--- config.mk ---
export PLATFORM = sky130hd
export DESIGN_NAME = gpr_wr_arbiter_flat
export DESIGN_NICKNAME = d
export VERILOG_FILES = /design/src/rtl/gpr_wr_arbiter_if.sv /design/src/rtl/gpr_wr_arbiter.sv /design/src/flat_wrapper.sv
export SDC_FILE = /design/constraint.sdc
export NUM_CORES = 1
export LEC_CHECK = 0
export BUFFER_PORTS_ARGS = -buffer_cell sky130_fd_sc_hd__buf_2
export CORE_MARGIN = 2
export CORE_UTILIZATION = 42
export CTS_BUF_LIST = sky130_fd_sc_hd__clkbuf_16
export DETAILED_ROUTE_END_ITERATION = 8
export PLACE_DENSITY_LB_ADDON = 0.2
export REMOVE_ABC_BUFFERS = 1
export SLEW_MARGIN = 20
export SYNTH_ARGS = -nofsm -noshare
export SYNTH_HDL_FRONTEND = slang
export SYNTH_SLANG_ARGS = --single-unit
--- constraint.sdc ---
create_clock -name clk_in -period 4.2 [get_ports clk_in]
set_input_delay 1.26 -clock clk_in [delete_from_list [all_inputs] [get_ports clk_in]]
set_output_delay 1.26 -clock clk_in [all_outputs]
set_load 0.1 [all_outputs]
--- src/rtl/gpr_wr_arbiter_if.sv ---
// GPR write-port arbiter bundle: WB request, LU completion
// handshake, decode hazard query and the GPR write port.
interface gpr_wr_arbiter_if #(
    parameter int RSZ     = 32,
    parameter int GPR_ASZ = 5
);
    logic               cpu_halt;
    logic               wb_wr_in;
    logic [GPR_ASZ-1:0] wb_addr_in;
    logic [RSZ-1:0]     wb_data_in;
    logic               wb_stall_out;
    logic               lu_valid_in;
    logic [GPR_ASZ-1:0] lu_addr_in;
    logic [RSZ-1:0]     lu_data_in;
    logic               lu_rdy_out;
    logic [GPR_ASZ-1:0] chk_addr_in;
    logic               chk_hit_out;
    logic               gpr_Rd_wr_out;
    logic [GPR_ASZ-1:0] gpr_Rd_addr_out;
    logic [RSZ-1:0]     gpr_Rd_data_out;

    modport master (
        output cpu_halt, wb_wr_in, wb_addr_in, wb_data_in,
        output lu_valid_in, lu_addr_in, lu_data_in, chk_addr_in,
        input  wb_stall_out, lu_rdy_out, chk_hit_out,
        input  gpr_Rd_wr_out, gpr_Rd_addr_out, gpr_Rd_data_out
    );

    modport slave (
        input  cpu_halt, wb_wr_in, wb_addr_in, wb_data_in,
        input  lu_valid_in, lu_addr_in, lu_data_in, chk_addr_in,
        output wb_stall_out, lu_rdy_out, chk_hit_out,
        output gpr_Rd_wr_out, gpr_Rd_addr_out, gpr_Rd_data_out
    );
endinterface

--- src/rtl/gpr_wr_arbiter.sv ---
// Shares the GPR write port between WB (priority) and a
// buffered long-latency unit, with starvation-driven WB stall.
module gpr_wr_arbiter #(
    parameter int RSZ        = 32,
    parameter int GPR_ASZ    = 5,
    parameter int FIFO_DEPTH = 2,
    parameter int STARVE_MAX = 4
) (
    input  logic            clk_in,
    input  logic            reset_in,
    gpr_wr_arbiter_if.slave bus
);
    localparam int PW = (FIFO_DEPTH > 1) ? $clog2(FIFO_DEPTH) : 1;
    localparam int SW = $clog2(STARVE_MAX + 1);
    localparam logic [PW:0]   DEPTH_C = (PW+1)'(FIFO_DEPTH);
    localparam logic [SW-1:0] SMAX_C  = SW'(STARVE_MAX);

    logic [FIFO_DEPTH-1:0] vld;
    logic [FIFO_DEPTH-1:0] vld_nxt;
    logic [FIFO_DEPTH-1:0] squash;
    logic [GPR_ASZ-1:0]    ent_addr [FIFO_DEPTH];
    logic [RSZ-1:0]        ent_data [FIFO_DEPTH];
    logic [PW-1:0]         rd_ptr;
    logic [PW-1:0]         wr_ptr;
    logic [PW:0]           count;
    logic [SW-1:0]         starve_cnt;
    logic [SW-1:0]         starve_nxt;
    logic                  wb_stall;

    logic                  nonempty;
    logic                  head_vld;
    logic                  lu_rdy;
    logic                  wb_win;
    logic                  pop;
    logic                  fifo_grant;
    logic                  push;
    logic                  hit;
    logic                  gpr_wr;
    logic [GPR_ASZ-1:0]    gpr_addr;
    logic [RSZ-1:0]        gpr_data;

    assign nonempty   = (count != '0);
    assign head_vld   = nonempty & vld[rd_ptr];
    assign lu_rdy     = reset_in & ~bus.cpu_halt & (count < DEPTH_C);
    assign wb_win     = reset_in & bus.wb_wr_in & ~wb_stall
                      & (bus.wb_addr_in != '0);
    // A squashed head is popped silently, so pop ignores its valid bit.
    assign pop        = ~wb_win & nonempty;
    assign fifo_grant = pop & head_vld;
    assign push       = bus.lu_valid_in & lu_rdy
                      & (bus.lu_addr_in != '0);

    always_comb begin
        gpr_wr   = 1'b0;
        gpr_addr = '0;
        gpr_data = '0;
        if (wb_win) begin
            gpr_wr   = 1'b1;
            gpr_addr = bus.wb_addr_in;
            gpr_data = bus.wb_data_in;
        end else if (fifo_grant) begin
            gpr_wr   = 1'b1;
            gpr_addr = ent_addr[rd_ptr];
            gpr_data = ent_data[rd_ptr];
        end
    end

    always_comb begin
        hit    = 1'b0;
        squash = '0;
        for (int i = 0; i < FIFO_DEPTH; i++) begin
            if (vld[i] && ent_addr[i] == bus.chk_addr_in)
                hit = 1'b1;
            squash[i] = wb_win & vld[i]
                      & (ent_addr[i] == bus.wb_addr_in);
        end
        if (bus.chk_addr_in == '0)
            hit = 1'b0;
    end

    always_comb begin
        vld_nxt = vld & ~squash;
        if (pop)
            vld_nxt[rd_ptr] = 1'b0;
        if (push)
            vld_nxt[wr_ptr] = 1'b1;
    end

    always_comb begin
        starve_nxt = starve_cnt;
        if (!nonempty || fifo_grant)
            starve_nxt = '0;
        else if (head_vld && starve_cnt != SMAX_C)
            starve_nxt = starve_cnt + 1'b1;
    end

    always_ff @(posedge clk_in or negedge reset_in) begin
        if (!reset_in) begin
            vld        <= '0;
            rd_ptr     <= '0;
            wr_ptr     <= '0;
            count      <= '0;
            starve_cnt <= '0;
            wb_stall   <= 1'b0;
            for (int i = 0; i < FIFO_DEPTH; i++) begin
                ent_addr[i] <= '0;
                ent_data[i] <= '0;
            end
        end else begin
            vld        <= vld_nxt;
            count      <= count + (PW+1)'(push) - (PW+1)'(pop);
            starve_cnt <= starve_nxt;
            wb_stall   <= (starve_nxt == SMAX_C) & ~wb_stall;
            if (pop)
                rd_ptr <= rd_ptr + 1'b1;
            if (push) begin
                ent_addr[wr_ptr] <= bus.lu_addr_in;
                ent_data[wr_ptr] <= bus.lu_data_in;
                wr_ptr           <= wr_ptr + 1'b1;
            end
        end
    end

    assign bus.wb_stall_out    = wb_stall;
    assign bus.lu_rdy_out      = lu_rdy;
    assign bus.chk_hit_out     = hit;
    assign bus.gpr_Rd_wr_out   = gpr_wr;
    assign bus.gpr_Rd_addr_out = gpr_addr;
    assign bus.gpr_Rd_data_out = gpr_data;
endmodule

--- src/flat_wrapper.sv ---
// flat-port wrapper written by rule: the top's interface ports become plain ports
module gpr_wr_arbiter_flat 
#(
    parameter int RSZ        = 32,
    parameter int GPR_ASZ    = 5,
    parameter int FIFO_DEPTH = 2,
    parameter int STARVE_MAX = 4
)
  (clk_in, reset_in, bus_cpu_halt, bus_wb_wr_in, bus_wb_addr_in, bus_wb_data_in, bus_lu_valid_in, bus_lu_addr_in, bus_lu_data_in, bus_chk_addr_in, bus_wb_stall_out, bus_lu_rdy_out, bus_chk_hit_out, bus_gpr_Rd_wr_out, bus_gpr_Rd_addr_out, bus_gpr_Rd_data_out);
  gpr_wr_arbiter_if #(.RSZ(RSZ), .GPR_ASZ(GPR_ASZ)) bus_i ();
  input  logic clk_in;
  input  logic reset_in;
  input wire logic [$bits(bus_i.cpu_halt)-1:0] bus_cpu_halt;
  input wire logic [$bits(bus_i.wb_wr_in)-1:0] bus_wb_wr_in;
  input wire logic [$bits(bus_i.wb_addr_in)-1:0] bus_wb_addr_in;
  input wire logic [$bits(bus_i.wb_data_in)-1:0] bus_wb_data_in;
  input wire logic [$bits(bus_i.lu_valid_in)-1:0] bus_lu_valid_in;
  input wire logic [$bits(bus_i.lu_addr_in)-1:0] bus_lu_addr_in;
  input wire logic [$bits(bus_i.lu_data_in)-1:0] bus_lu_data_in;
  input wire logic [$bits(bus_i.chk_addr_in)-1:0] bus_chk_addr_in;
  output wire logic [$bits(bus_i.wb_stall_out)-1:0] bus_wb_stall_out;
  output wire logic [$bits(bus_i.lu_rdy_out)-1:0] bus_lu_rdy_out;
  output wire logic [$bits(bus_i.chk_hit_out)-1:0] bus_chk_hit_out;
  output wire logic [$bits(bus_i.gpr_Rd_wr_out)-1:0] bus_gpr_Rd_wr_out;
  output wire logic [$bits(bus_i.gpr_Rd_addr_out)-1:0] bus_gpr_Rd_addr_out;
  output wire logic [$bits(bus_i.gpr_Rd_data_out)-1:0] bus_gpr_Rd_data_out;
  assign bus_i.cpu_halt = bus_cpu_halt;
  assign bus_i.wb_wr_in = bus_wb_wr_in;
  assign bus_i.wb_addr_in = bus_wb_addr_in;
  assign bus_i.wb_data_in = bus_wb_data_in;
  assign bus_i.lu_valid_in = bus_lu_valid_in;
  assign bus_i.lu_addr_in = bus_lu_addr_in;
  assign bus_i.lu_data_in = bus_lu_data_in;
  assign bus_i.chk_addr_in = bus_chk_addr_in;
  assign bus_wb_stall_out = bus_i.wb_stall_out;
  assign bus_lu_rdy_out = bus_i.lu_rdy_out;
  assign bus_chk_hit_out = bus_i.chk_hit_out;
  assign bus_gpr_Rd_wr_out = bus_i.gpr_Rd_wr_out;
  assign bus_gpr_Rd_addr_out = bus_i.gpr_Rd_addr_out;
  assign bus_gpr_Rd_data_out = bus_i.gpr_Rd_data_out;
  gpr_wr_arbiter #(.RSZ(RSZ), .GPR_ASZ(GPR_ASZ), .FIFO_DEPTH(FIFO_DEPTH), .STARVE_MAX(STARVE_MAX)) u_core (.clk_in(clk_in), .reset_in(reset_in), .bus(bus_i));
endmodule
# Word level (Yosys, flattened, before mapping)
# Cells that the tools add are included.
# op_classes
addsub,5
reduce_logical,12
n_eq_ne,6
n_lt_le_gt_ge,8
mux,31
n_bitwise,25
# ops
cell,n
2-to-1 mux 32 bit,6
bitwise mux 64 bit,1
demux 32 bit (select 1 bit),1
2-to-1 mux 5 bit,6
== test 5 bit,4
bitwise AND 1 bit,15
bitwise mux 10 bit,1
nonzero test 5 bit,2
2-to-1 mux 1 bit,9
logical AND 1 bit,6
2-to-1 mux 3 bit,2
demux 5 bit (select 1 bit),1
logical NOT 5 bit,1
bitwise AND 2 bit,2
>= comparator 2 bit (second input constant),2
less-than comparator 1 x 2 -> 1 bit (second input constant),2
2-to-1 mux 2 bit,2
inverter 1 -> 2 bit,2
inverter 2 bit,2
adder 3 x 1 -> 3 bit (second input constant),1
== test 3 bit (second input constant),1
!= test 3 bit (second input constant),1
inverter 1 bit,3
adder 1 bit (second input constant),2
10 further kinds,12
# totals
register_bits,84

# Longest topological paths before layout
# Gate-level depths: netlist of run 1.
# depth
word_depth,11
mapped_depth,11
depth_no_buf,8

# Worst setup path after synthesis of run 1
# No wires, ideal clock.
# synth_timing
kind,input -> output
startpoint,input port bus_wb_addr_in[0]
endpoint,output port bus_gpr_Rd_addr_out[4]
arrival_time_ps,4620
required_time_ps,2940
path_stages,5
setup_slack_ps,-1680
path_cell_list,or4_1 > o21a_1 > or3_1 > buf_6 > o21ai_0
# synth_between
elab_chain_cells,7
# synth_lines
item,line,text
"start, declared",flat_wrapper.sv:15,input wire logic [$bits(bus_i.wb_addr_in)-1:0] bus_wb_addr_in;
nonzero test 5 bit *,gpr_wr_arbiter.sv:46,& (bus.wb_addr_in != '0);
bitwise AND 1 bit *,gpr_wr_arbiter.sv:46,
inverter 1 bit,gpr_wr_arbiter.sv:48,assign pop = ~wb_win & nonempty;
bitwise AND 1 bit,gpr_wr_arbiter.sv:48,
bitwise AND 1 bit,gpr_wr_arbiter.sv:49,assign fifo_grant = pop & head_vld;
2-to-1 mux 5 bit,gpr_wr_arbiter.sv:61,end else if (fifo_grant) begin
2-to-1 mux 5 bit *,gpr_wr_arbiter.sv:57,if (wb_win) begin
"end, declared",flat_wrapper.sv:25,output wire logic [$bits(bus_i.gpr_Rd_addr_out)-1:0] bus_gpr_Rd_addr_out;
# Mark *: on every way between the ends. The rest lies on a longest branch, timed or not.

# Worst setup path in the final report of run 1
# layout_timing
startpoint,input port bus_wb_addr_in[4]
endpoint,output port bus_gpr_Rd_data_out[26]
# layout_between
elab_chain_cells,7
# layout_lines
item,line,text
nonzero test 5 bit *,gpr_wr_arbiter.sv:46,
bitwise AND 1 bit *,gpr_wr_arbiter.sv:46,
inverter 1 bit,gpr_wr_arbiter.sv:48,
bitwise AND 1 bit,gpr_wr_arbiter.sv:48,
bitwise AND 1 bit,gpr_wr_arbiter.sv:49,
2-to-1 mux 32 bit,gpr_wr_arbiter.sv:61,
2-to-1 mux 32 bit *,gpr_wr_arbiter.sv:57,
"end, declared",flat_wrapper.sv:26,output wire logic [$bits(bus_i.gpr_Rd_data_out)-1:0] bus_gpr_Rd_data_out;
# Marks and branches as above.

==> run summary, run 1 <==
=================================================================================
Top achievable clock speed .........................................    226.4 MHz
Routed via count divided by cell count .............................        5.230
Residual antenna-violating net count after detailed routing ........            0
Number of antenna violations at the first check in global routing ..            1
Tmin final .........................................................     4.417 ns
Drt initial violations .............................................           96
Register area share after synthesis ................................       0.4758
Library cell occupying the most area in the post-synthesis netlist . sky130_fd_sc_hd__dfrtp_1
Total clock sinks ..................................................           84
Wire length of the first global-routing pass .......................    18,260 um
Final count of negative-setup-slack endpoints ......................           37
Std cell rows ......................................................           37
H-tree levels ......................................................            3
Clock buffer count from CTS ........................................            9
Hold Vio Cnt, Final ................................................            0
Static leakage power ...............................................     2.983 nW
Slew HR ............................................................       0.5405
Die footprint ......................................................  11,360 um^2
Count of cell types in the netlist .................................           35
Required @ worst endpoint ..........................................      2.94 ns
Root Driver ........................................................ sky130_fd_sc_hd__clkbuf_16
Critical-path maximum fanout .......................................            5
Final-stage net count ..............................................          596
TritonCTS clock tree ...............................................          yes
Critical setup path kind ...........................................       in2out
Post-synth EDFFs ...................................................            0
Final setup margin .................................................   -0.2166 ns
Ys async rst share .................................................        1.000
Slack of the worst reg-to-reg path .................................      1.91 ns
Cell area after synthesis ..........................................    4418 um^2
Slew of the pin with the lowest slew margin ........................    0.6892 ns
Area added between synthesis and finish ............................       49.87%
Layout Skew ........................................................  0.009772 ns
Total inserted antenna cells .......................................            0
Wire length per cell ...............................................     17.02 um
Tot Pwr ............................................................     4.680 mW
Total of warnings raised by yosys ..................................            0
Accumulated negative setup slack ...................................    -5.833 ns
Number of design rule violations left after detail routing .........            0
Prevailing post-synth register cell ................................ sky130_fd_sc_hd__dfrtp_1
Count of pins over their slew limit ................................            0
Width of the die ...................................................     106.6 um
Hold Path Cell Cnt .................................................            1
Biggest area contributors in the synthesized netlist ............... sky130_fd_sc_hd__dfrtp_1 48%, sky130_fd_sc_hd__mux2_2 19%, sky130_fd_sc_hd__mux2i_1 9.1%, sky130_fd_sc_hd__o21ai_2 5.4%, sky130_fd_sc_hd__nand2_1 3.3%
Core box area ......................................................  10,280 um^2
Worst flop-to-flop path startpoint ................................. u_core.count[1]
Final worst path period share ......................................        1.052
Final instance count without filler cells ..........................          649
Placed Cells .......................................................          626
Maximum vdd ir drop ................................................  0.0003415 V
RR Endpoint ........................................................ u_core.ent_data[26]
Aggregate global-route resource usage ..............................       0.2059
Wirelength, routed .................................................    11,050 um
Worst min-delay path class .........................................      reg2reg
Most frequent cells in the layout .................................. 83 x sky130_fd_sc_hd__buf_2, 83 x sky130_fd_sc_hd__dfrtp_1, 74 x sky130_fd_sc_hd__mux2_2
Unrepaired setup endpoints after global routing ....................          yes
Failing checks ..................................................... negative setup slack
Placer congestion estimate .........................................       0.8790
Number of buffers on the longest clock path ........................            2
Worst-skew pair later-pin latency ..................................      0.34 ns
Register bit count reported by yosys ...............................           84
Initial cell density of the core ...................................       0.4299
Max Cap Violations .................................................            0
Sum of net half-perimeters after detailed placement ................      7381 um
Sort of element at the start of the critical path .................. primary input
Result of the run .................................................. finished, violations left
Share of post-route cells with drive strength above 1 ..............       0.5458
Maximum number of pins on one net before global-route repair .......           54
P per Cell Area .................................................... 706.8 nW/um^2
Fraction of synthesized cell area taken by the top area cell type ..       0.4758
Number of global-route vias before repair ..........................        3,634
Post-Synthesis Cells ...............................................          367
Cell depth of the worst flop-to-flop path ..........................            6
IO buf count .......................................................          124
Worst setup EP type ................................................   output pin
Quantity of hold-fixing buffers added after cts ....................            0
Number of ports placed on the die boundary .........................          125
Start point of the worst min-delay path ............................ u_core.bus.wb_stall_out
CTS clock-pin slew for the worst setup and hold paths ..............      0.06 ns
DIE HEIGHT .........................................................     106.6 um
Post-synthesis average cell area ...................................   12.04 um^2
Detailed-route via count ...........................................        3,394
Destination of the worst hold path ................................. u_core.bus.wb_stall_out
CP Data Arrival Time ...............................................      3.16 ns
Detailed Routing Iterations Pass 1 .................................            4
Total congestion overflow ..........................................            0
=================================================================================
[cell usage after synthesis, types with 2 or more instances]
cell                        n
sky130_fd_sc_hd__dfrtp_1   84
sky130_fd_sc_hd__mux2_2    74
sky130_fd_sc_hd__mux2i_1   40
sky130_fd_sc_hd__nand2_1   39
sky130_fd_sc_hd__o21ai_2   27
sky130_fd_sc_hd__xor2_1    14
sky130_fd_sc_hd__o21ai_0   11
sky130_fd_sc_hd__xnor2_1   10
sky130_fd_sc_hd__clkbuf_1   9
sky130_fd_sc_hd__nor2_1     7
sky130_fd_sc_hd__buf_2      6
sky130_fd_sc_hd__buf_6      6
sky130_fd_sc_hd__inv_1      5
sky130_fd_sc_hd__ha_1       4
sky130_fd_sc_hd__o21ai_1    3
sky130_fd_sc_hd__or3_1      3
sky130_fd_sc_hd__or4_1      3
sky130_fd_sc_hd__nand3_1    2
sky130_fd_sc_hd__nor3_1     2
sky130_fd_sc_hd__nor3b_1    2
sky130_fd_sc_hd__nor4_1     2
[cell families after synthesis]
kind of cell / after synthesis / share of synthesized area
fa+ha+maj: 4 / 0.01133
compound gates: 49 / 0.08270
xor+xnor: 24 / 0.04758
buf+inv: 27 / 0.03568
simple gates: 65 / 0.06769
flops: 84 / 0.4758
mux: 114 / 0.2792
[metrics by stage]
step | cell area [um^2] | hold WS (ns) | setup slack (ns) | util
floorplan | 4279 | 0.4680 | -2.709 | -
global route | 6621 | 0.5027 | -0.2379 | 0.6443
detailed placement | 5891 | 0.4855 | -0.4002 | 0.5732
finish | 6621 | 0.4865 | -0.2166 | 0.6443
CTS | 6576 | 0.4931 | -0.1938 | 0.6399
global placement | 5891 | 0.4864 | -0.3942 | 0.5732
[where the power goes]
part           internal, mW  leakage [nW]  switching, mW  total, mW
clock                 0.519         0.151          0.320      0.838
sequential             1.20          1.03          0.256       1.46
combinational          1.05          1.80           1.33       2.39
[flip-flops by register name (all words and copies together) (netlist names)]
signal,flops
u_core.ent_data,64
u_core.ent_addr,10
u_core.vld,2
u_core.count,2
u_core.bus.wb_stall_out,1
u_core.starve_cnt,3
u_core.rd_ptr,1
u_core.wr_ptr,1
[area by class of cell]
class | count | area, um^2
Clock buffer | 9 | 225.2
Clock inverter | 7 | 91.34
Fill cell | 811 | 3656
Inverter | 5 | 18.77
Multi-Input combinational cell | 256 | 2429
Sequential cell | 84 | 2103
Tap cell | 136 | 170.2
Timing Repair Buffer | 152 | 1584
[metal layers]
layer,wire (um),part of all wire,GRT usage
met1,4762,0.43,0.2671
met2,5502,0.50,0.3430
met3,689,0.062,0.05702
met4,81,0.0073,0.04731
met5,13,0.0012,0
[worst max-delay path by stage]
| stage | from | end | slack (ns) |
|---|---|---|---|
| 2_1_floorplan | bus_wb_addr_in[0] | bus_gpr_Rd_addr_out[4] | -2.71 |
| 5_1_grt | bus_wb_addr_in[4] | bus_gpr_Rd_data_out[26] | -0.24 |
| 4_1_cts | bus_wb_addr_in[4] | bus_gpr_Rd_data_out[4] | -0.19 |
| 3_5_place_dp | bus_wb_addr_in[0] | bus_gpr_Rd_data_out[31] | -0.40 |
| 6_report | bus_wb_addr_in[4] | bus_gpr_Rd_data_out[26] | -0.22 |
| 3_3_place_gp | bus_wb_addr_in[0] | bus_gpr_Rd_data_out[13] | -0.39 |
[repair_timing]
item                                    CTS  global route
gates cloned                              4             0
setup buffers                             3             0
resized for setup                        45             7
endpoints found under the setup margin   37            37
pin swaps                                22             0
[critical path: stages]
cell,delay (ns)
sky130_fd_sc_hd__buf_6,0.09
sky130_fd_sc_hd__or4_4,0.52
sky130_fd_sc_hd__o21a_1,0.21
sky130_fd_sc_hd__or3_4,0.40
sky130_fd_sc_hd__buf_6,0.17
sky130_fd_sc_hd__buf_16,0.14
sky130_fd_sc_hd__o21ai_4,0.16
sky130_fd_sc_hd__buf_12,0.19
(Power assumes the default switching activity.)
==> inputs of run 2 (changes only) <==
==> constraint.sdc (replaced) <==
create_clock -name clk_in -period 4.2 [get_ports clk_in]
set_input_delay 0.21 -clock clk_in [delete_from_list [all_inputs] [get_ports clk_in]]
set_output_delay 0.21 -clock clk_in [all_outputs]
set_load 0.1 [all_outputs]
==> run summary, run 2 (synthesis results as in run 1) <==
================================================================================
Core box area .....................................................  10,280 um^2
Setup bufs post-CTS ...............................................            0
Number of ports placed on the die boundary ........................          125
Sort of element at the start of the critical path ................. primary input
Tmin final ........................................................     3.383 ns
Accumulated negative setup slack ..................................         0 ns
Number of instances resized during post-cts repair ................            0
Max Cap Violations ................................................            0
Die footprint .....................................................  11,360 um^2
Drt initial violations ............................................           94
Wirelength, routed ................................................      9186 um
Detailed-route via count ..........................................        3,162
Worst path max stage delay ........................................      0.88 ns
P per Cell Area ................................................... 730.3 nW/um^2
Width of the die ..................................................     106.6 um
Number of antenna violations at the first check in global routing .            1
Final-stage net count .............................................          573
CP Data Arrival Time ..............................................      3.17 ns
Static leakage power ..............................................     2.621 nW
CTS clock-pin slew for the worst setup and hold paths .............      0.06 ns
Layout Skew .......................................................  0.008367 ns
Count of pins over their slew limit ...............................            0
Critical setup path kind ..........................................       in2out
Total congestion overflow .........................................            0
Unrepaired setup endpoints after global routing ...................           no
Register with the most flip-flops ................................. u_core.ent_data
Initial cell density of the core ..................................       0.4299
Root Driver ....................................................... sky130_fd_sc_hd__clkbuf_16
Worst-skew pair later-pin latency .................................      0.33 ns
Routed via count divided by cell count ............................        5.059
Number of global-route vias before repair .........................        3,091
Number of buffers on the longest clock path .......................            2
Final count of negative-setup-slack endpoints .....................            0
CP cell instances ................................................. dlygate4sd3_1 > buf_4 > and3b_1 > o21a_1 > or3_2 > o21ai_0 > buf_2
Total clock sinks .................................................           84
Top achievable clock speed ........................................    295.6 MHz
Slew of the pin with the lowest slew margin .......................     1.020 ns
Slew HR ...........................................................       0.3176
Residual antenna-violating net count after detailed routing .......            0
Total inserted antenna cells ......................................            0
Clock buffer count from CTS .......................................            9
Critical-path top delay cell ...................................... sky130_fd_sc_hd__or3_2
IO buf count ......................................................          124
Wire length of the first global-routing pass ......................    14,920 um
Detailed Routing Iterations Pass 1 ................................            4
Maximum vdd ir drop ...............................................  0.0002783 V
Number of gates on the worst path with buffers counted ............            7
Wire length per cell ..............................................     14.70 um
Share of post-route cells with drive strength above 1 .............       0.5051
Final worst path period share .....................................       0.8054
H-tree levels .....................................................            3
Placer congestion estimate ........................................       0.9299
Sum of net half-perimeters after detailed placement ...............      6268 um
Most frequent cells in the layout ................................. 123 x sky130_fd_sc_hd__buf_2, 83 x sky130_fd_sc_hd__dfrtp_1, 74 x sky130_fd_sc_hd__mux2_2
Hold_ws ...........................................................    0.1253 ns
Result of the run ................................................. complete, no violations
Top delay family on crit path ..................................... buffers and inverters
Worst setup EP type ...............................................   output pin
DIE HEIGHT ........................................................     106.6 um
Std cell rows .....................................................           37
Area added between synthesis and finish ...........................       22.43%
Required @ worst endpoint .........................................      3.99 ns
TritonCTS clock tree ..............................................          yes
Number of design rule violations left after detail routing ........            0
Registers with the most flip-flops ................................ u_core.ent_data x64, u_core.ent_addr x10, u_core.starve_cnt x3
Max reg flops .....................................................           64
Critical-path maximum fanout ......................................           37
Aggregate global-route resource usage .............................       0.1678
Hold Vio Cnt, Final ...............................................            0
Cell depth of the worst flop-to-flop path .........................            5
Worst min-delay path class ........................................       in2reg
Worst path buffer plus inverter count .............................            3
Hold Path Cell Cnt ................................................            2
Most common library cell in the layout ignoring fill and taps ..... sky130_fd_sc_hd__buf_2
Maximum number of pins on one net before global-route repair ......           56
================================================================================
## run 2: worst register-to-register path, cell delays in order (launching register included)
cell and delay [ns]:
sky130_fd_sc_hd__dfrtp_1 0.43, sky130_fd_sc_hd__nor3b_1 0.26, sky130_fd_sc_hd__o211ai_1 0.27, sky130_fd_sc_hd__inv_1 0.17, sky130_fd_sc_hd__nand2_2 0.58, sky130_fd_sc_hd__mux2_2 0.55
## run 2: layer usage
| layer | global-route usage | share of wire | vias up | routed length, um |
|---|---|---|---|---|
| li1 | - | - | 1536 | - |
| met1 | 0.2215 | 0.45 | 1523 | 4132 |
| met2 | 0.2662 | 0.46 | 89 | 4219 |
| met3 | 0.04537 | 0.076 | 12 | 700 |
| met4 | 0.05844 | 0.013 | 2 | 117 |
| met5 | 0 | 0.0017 | - | 16 |
## run 2: layout make-up
| cell class | instances | area [um^2] |
|---|---|---|
| fill | 956 | 4868 |
| multi-input combinational | 256 | 2170 |
| sequential | 84 | 2103 |
| timing repair buffer | 129 | 663.1 |
| clock buffer | 9 | 225.2 |
| tap | 136 | 170.2 |
| clock inverter | 6 | 58.81 |
| inverter | 5 | 18.77 |
## run 2: metrics by stage
step | utilization | instance area [um^2] | std cells | setup WS, ns | power (mW)
2_1_floorplan | - | 4279 | 345 | -1.262 | 2.897
3_3_place_gp | 0.4977 | 5115 | 609 | 1.271 | 3.197
3_5_place_dp | 0.4977 | 5115 | 609 | 1.222 | 3.239
4_1_cts | 0.5263 | 5409 | 625 | 0.7622 | 4.004
5_1_grt | 0.5263 | 5409 | 625 | 0.5479 | 4.192
6_report | 0.5263 | 5409 | 625 | 0.8174 | 3.950
## run 2: final timing paths
kind | start | to | slack (ns)
min in group asynchronous | reset_in | u_core.ent_data[5] | 0.35
max | reset_in | bus_gpr_Rd_data_out[31] | 0.82
max reg2reg | u_core.count[1] | u_core.ent_data[27] | 1.83
min reg2reg | u_core.bus.wb_stall_out | u_core.bus.wb_stall_out | 0.47
min | bus_lu_data_in[29] | u_core.ent_data[29] | 0.13
max in group asynchronous | reset_in | u_core.ent_addr[5] | 2.81
## run 2: what timing repair did
item	4_1_cts	5_1_grt
setup endpoints to repair	0	0
hold buffers	1	0
endpoints found under the hold margin	29	0
## run 2: power by group
group | internal (mW) | switching (mW) | total (mW)
logic | 0.670 | 1.09 | 1.76
registers | 1.20 | 0.243 | 1.44
clock network | 0.452 | 0.297 | 0.749
